<file path="src/rtl/serial_addr_decoder.sv">
// Serial-bus address decoder: shifts in the slave-select field LSB first and
// drives one-hot slave/split selects and a decode-error pulse.
module serial_addr_decoder #(
  parameter int unsigned           NUM_SLAVES = 6,
  parameter int unsigned           SEL_W      = 3,
  parameter logic [NUM_SLAVES-1:0] SPLIT_MASK = NUM_SLAVES'(1)
) (
  input  logic                  CLK,
  input  logic                  RSTN,
  input  logic                  B_UTIL,
  input  logic                  A_ADD,
  input  logic                  B_BUS_OUT,
  input  logic [NUM_SLAVES-1:0] B_SBSY,
  output logic [NUM_SLAVES-1:0] AD_SEL,
  output logic [NUM_SLAVES-1:0] SPL_SEL,
  output logic [SEL_W-1:0]      SLAVE_ID,
  output logic                  ADDR_VALID,
  output logic                  DEC_ERR
);

  localparam int unsigned CNT_W      = $clog2(SEL_W + 1);
  localparam bit          SINGLE_BIT = (SEL_W == 1);

  typedef enum logic [1:0] {S_IDLE, S_SHIFT, S_SEL, S_ERR} state_t;

  state_t           r_state;
  state_t           w_next;
  state_t           w_start_next;
  logic [SEL_W-1:0] r_shift;
  logic [CNT_W-1:0] r_cnt;
  logic             r_a_add_d;
  logic [SEL_W-1:0] r_slave_id;

  logic [SEL_W-1:0] w_word;
  logic             w_addr_start;
  logic             w_id_ok;
  logic             w_split_hold;
  logic             w_start_load;
  logic             w_start;
  logic             w_cap;
  logic             w_abort;
  logic             w_id_load;
  logic             w_id_clr;

  assign w_addr_start = B_UTIL & A_ADD & ~r_a_add_d;
  assign w_split_hold = ~B_UTIL & (|(B_SBSY & SPLIT_MASK));

  // Candidate ID: bits already shifted in plus the bit on the bus this cycle
  always_comb begin
    w_word           = r_shift;
    w_word[SEL_W-1]  = B_BUS_OUT;
    w_id_ok          = (w_word != '0) && (w_word <= SEL_W'(NUM_SLAVES));
    w_start_load     = SINGLE_BIT & w_id_ok;
    w_start_next     = S_SHIFT;
    if (SINGLE_BIT) begin
      w_start_next = w_id_ok ? S_SEL : S_ERR;
    end
  end

  always_ff @(posedge CLK or negedge RSTN) begin
    if (!RSTN) begin
      r_state <= S_IDLE;
    end else begin
      r_state <= w_next;
    end
  end

  always_comb begin
    w_next    = r_state;
    w_start   = 1'b0;
    w_cap     = 1'b0;
    w_abort   = 1'b0;
    w_id_load = 1'b0;
    w_id_clr  = 1'b0;
    unique case (r_state)
      S_IDLE: begin
        if (w_addr_start) begin
          w_start   = 1'b1;
          w_next    = w_start_next;
          w_id_load = w_start_load;
        end
      end
      S_SHIFT: begin
        if (B_UTIL && A_ADD) begin
          w_cap = 1'b1;
          if (r_cnt == CNT_W'(SEL_W - 1)) begin
            w_next    = w_id_ok ? S_SEL : S_ERR;
            w_id_load = w_id_ok;
          end
        end else begin
          w_abort = 1'b1;
          w_next  = S_IDLE;
        end
      end
      S_SEL: begin
        if (w_addr_start) begin
          w_start   = 1'b1;
          w_id_clr  = 1'b1;
          w_next    = w_start_next;
          w_id_load = w_start_load;
        end else if ((B_UTIL && (!A_ADD || r_a_add_d)) || w_split_hold) begin
          w_next = S_SEL;
        end else begin
          w_id_clr = 1'b1;
          w_next   = S_IDLE;
        end
      end
      S_ERR: begin
        if (w_addr_start) begin
          w_start   = 1'b1;
          w_next    = w_start_next;
          w_id_load = w_start_load;
        end else begin
          w_next = S_IDLE;
        end
      end
      default: w_next = S_IDLE;
    endcase
  end

  // Shift register, bit counter and held slave ID
  always_ff @(posedge CLK or negedge RSTN) begin
    if (!RSTN) begin
      r_shift    <= '0;
      r_cnt      <= '0;
      r_a_add_d  <= 1'b0;
      r_slave_id <= '0;
    end else begin
      r_a_add_d <= A_ADD;
      if (w_start) begin
        r_shift <= SEL_W'(B_BUS_OUT);
        r_cnt   <= CNT_W'(1);
      end else if (w_cap) begin
        if (r_cnt < CNT_W'(SEL_W)) begin
          r_shift[r_cnt] <= B_BUS_OUT;
          r_cnt          <= r_cnt + CNT_W'(1);
        end
      end else if (w_abort) begin
        r_shift <= '0;
        r_cnt   <= '0;
      end
      if (w_id_load) begin
        r_slave_id <= w_word;
      end else if (w_id_clr) begin
        r_slave_id <= '0;
      end
    end
  end

  // Select decode; a busy split-capable slave is routed to SPL_SEL instead
  always_comb begin
    AD_SEL     = '0;
    SPL_SEL    = '0;
    ADDR_VALID = (r_state == S_SEL);
    DEC_ERR    = (r_state == S_ERR);
    for (int i = 0; i < NUM_SLAVES; i++) begin
      if ((r_state == S_SEL) && (r_slave_id == SEL_W'(i + 1))) begin
        if (SPLIT_MASK[i] && B_SBSY[i]) begin
          SPL_SEL[i] = 1'b1;
        end else begin
          AD_SEL[i] = 1'b1;
        end
      end
    end
  end

  assign SLAVE_ID = r_slave_id;

endmodule

</file>
<file path="config.mk">
export PLATFORM = sky130hd
export DESIGN_NAME = serial_addr_decoder
export DESIGN_NICKNAME = d
export VERILOG_FILES = /design/src/rtl/serial_addr_decoder.sv
export SDC_FILE = /design/constraint.sdc
export NUM_CORES = 1
export LEC_CHECK = 0
export BUFFER_PORTS_ARGS = -buffer_cell sky130_fd_sc_hd__buf_4
export CELL_PAD_IN_SITES_DETAIL_PLACEMENT = 1
export CELL_PAD_IN_SITES_GLOBAL_PLACEMENT = 1
export CORE_MARGIN = 8
export CORE_UTILIZATION = 30
export DETAILED_ROUTE_END_ITERATION = 10
export PLACE_DENSITY_LB_ADDON = 0.1
export REMOVE_ABC_BUFFERS = 1
export SETUP_SLACK_MARGIN = 0.02
export SLEW_MARGIN = 20
export SYNTH_ARGS = -nofsm -noshare
export SYNTH_HDL_FRONTEND = slang
export SYNTH_SLANG_ARGS = --single-unit
export TNS_END_PERCENT = 30
</file>
<file path="constraint.sdc">
create_clock -name CLK -period 1.6 [get_ports CLK]
set_clock_uncertainty 0.2 [all_clocks]
set_input_delay 0.16 -clock CLK [delete_from_list [all_inputs] [get_ports CLK]]
set_output_delay 0.16 -clock CLK [all_outputs]
set_load 0.02 [all_outputs]
</file>
==> results.txt <==
Worst EP required: 1240 ps
Drt pass-1 iters: 3
Global Route Usage Sum: 9.810%
Clk buf depth: 2
Top post-synthesis cells by area: dfrtp_1, ha_1, o21ai_0
Critical path data arrival time: 1390 ps
DRT antenna net count: 0
FMAX: 572.6 MHz
Die ar.: 0.004376 sq mm
Routability-driven placement congestion ratio: 0.6753
Routed wire per std cell: 13.98 um
CTS clk-pin slew, worst paths: 70 ps
Final WS setup: -146.3 ps
Vias post-DR: 743
Setup crit end kind: output port
Area of the multi-input gates: 479.2 sq um
Gr ovfl total: 0
Vias in the first global route: 751
Outcome: complete, but fails checks
Initial DRC count: 31
Kind of critical path: flip-flop to output port
Async set-or-reset flop fraction in the synthesized netlist: 100.0%
Clock sinks: 10
Pin count of the biggest net entering global routing: 11
TritonCTS buffer count: 3
First-pass GRT wire length: 3415 um
Worst path cell trace: or2b_1 > nor2_2 > nor4b_2 > buf_4
Largest area contributor in the netlist: dfrtp_1
Dominant synthesized flop cell: dfrtp_1
Core ar.: 0.002432 sq mm
Failing checks: negative setup slack
FP Rows: 18
Clock latency at the later pin of the worst-skew pair: 270 ps
Layout cells sized above 1: 38.02%
Power Dens Cells: 580.9 mW/mm^2
Die height: 66.15 um
Max-Cap Viols: 0
DR DRC count: 0
Syn Area/Cell: 8.291 sq um
Maximum vdd drop: 0.6469 mV
Vias per cell: 4.921
RSZ-0062 raised after global routing: true
Post-synth EDFFs: 0
Drt total wl: 2111 um
Area Growth Syn to Fin: 42.29%
Most frequent cell after synthesis: nand2_1
Ant diodes: 0
Post-synthesis cell type count: 28
Cell count after synthesis: 91
Final period util: 109.1%
Final-report hold violation count: 0
Worst-path fanout max: 3
IO Port Bufs: 17
Detail Placement HPWL: 1613 um
Initial core utilization: 31.02%
Slowest stage delay, CP: 370 ps
Area of the mapped netlist: 754.5 sq um
FF/Latch Area: 250.2 sq um
Yosys warning total: 0
Leak: 0.4751 nW
Sequential area share after synthesis: 33.17%
Initial antenna violation count: 0
Final core occ: 44.14%
Final count of pins violating max slew: 0
Final layout net count: 137
Die W: 66.15 um
Crit path time final: 1746 ps
Final setup vio count: 8
Yosys top cell area share: 33.17%
CTS root buffer: clkbuf_4
Final Cell Area: 0.001074 sq mm
Register bit total from synthesis: 10
CTS tree: done
Htree depth: 1
Worst hold path type: input pin to flip-flop
Dpl cell area: 915.9 sq um
Crit-path slowest cell: dfrtp_1
Fill count: 302
Most frequent cells after synthesis: nand2_1, dfrtp_1, o21ai_0
Ports: 28
Worst setup SP type: flip-flop
-- critical path, delay by kind of cell, from the launching register on --
kind | cells | cell delay, ps
and+or+nand+nor | 3 | 570
DFF | 1 | 370
buffers and inverters | 1 | 180
-- per-layer routing --
layer	routed length (um)	global-route usage [%]
met5	0	0
met4	32	4.800
met2	1039	16.65
met3	160	2.712
met1	878	10.97
-- sequential cells by signal, summed over array words and instances (netlist names) --
| register | cells |
|---|---|
| r_a_add_d | 1 |
| r_state | 2 |
| r_shift | 2 |
| SLAVE_ID | 3 |
| r_cnt | 2 |
-- per-stage QoR --
stage | power [mW] | instances | setup TNS, ps | setup slack, ps | hold slack (ps)
after floorplan | 0.3463 | 88 | -839.7 | -240.5 | -335.6
after global placement | 0.3846 | 140 | -35.34 | -17.86 | -199.5
after detailed placement | 0.3878 | 140 | -114.7 | -37.81 | -197.8
after CTS | 0.6379 | 150 | -1295 | -205.1 | 36.84
after global routing | 0.6677 | 151 | -1736 | -236.0 | 60.01
final | 0.6236 | 151 | -993.3 | -146.3 | 37.01
-- path summary, 6_finish.rpt --
path | startpoint | end | slack (ps) | depth (start not counted)
max | r_state[0]$_DFFE_PN0P_ | AD_SEL[0] | -150 | 4
min | B_SBSY[0] | r_state[1]$_DFFE_PN0P_ | 40 | 3
max reg2reg | r_state[1]$_DFFE_PN0P_ | SLAVE_ID[2]$_DFFE_PN0P_ | 30 | 6
min reg2reg | r_cnt[1]$_DFFE_PN0P_ | r_cnt[1]$_DFFE_PN0P_ | 340 | 2
max in group asynchronous | RSTN | r_state[1]$_DFFE_PN0P_ | 1000 | 2
min in group asynchronous | RSTN | r_state[0]$_DFFE_PN0P_ | 50 | 2
-- where the power goes --
| part | internal [mW] | total, mW | leakage, nW | switching (mW) |
|---|---|---|---|---|
| logic | 0.0450 | 0.112 | 0.335 | 0.0675 |
| registers | 0.265 | 0.281 | 0.119 | 0.0160 |
| clock network | 0.138 | 0.230 | 0.0210 | 0.0920 |
| total | 0.448 | 0.624 | 0.475 | 0.175 |
-- timing repair --
action	4_1_cts	5_1_grt
pin swaps	2	0
endpoints found under the hold margin	12	0
setup endpoints to repair	11	13
resized for setup	8	9
hold buffers	3	0
cloned	0	0
setup buffers	3	1
-- layout make-up --
cell class	instances	area share, %
multi-input combinational	69	44.64
sequential	10	23.31
timing repair buffer	29	22.03
tap	30	3.497
clock buffer	4	3.380
inverter	9	3.147
-- cell families (layout without fill, tap and decap cells) --
family,after synthesis,after routing,synth area share [%]
AO/OA/AOI/OAI,22,22,20.90
other,1,5,0.4970
adder cells (fa/ha/maj),4,4,6.634
buffers and inverters,16,42,11.94
flip-flops,10,10,33.17
AND/OR/NAND/NOR,38,38,26.87
-- cells in the final DEF, fill, tap and decap left out, drive strengths merged, types with 2 or more instances in the layout --
cell and instances:
dlygate4sd3 3, nor3 6, clkbuf 4, nand2 11, inv 9, nor2 5
conb 5, a211oi 3, nand3 5, nor4b 2, o2111ai 3, dfrtp 10
ha 4, buf 26, o21ai 12
No activity file was read; power rests on OpenSTA's default activity.
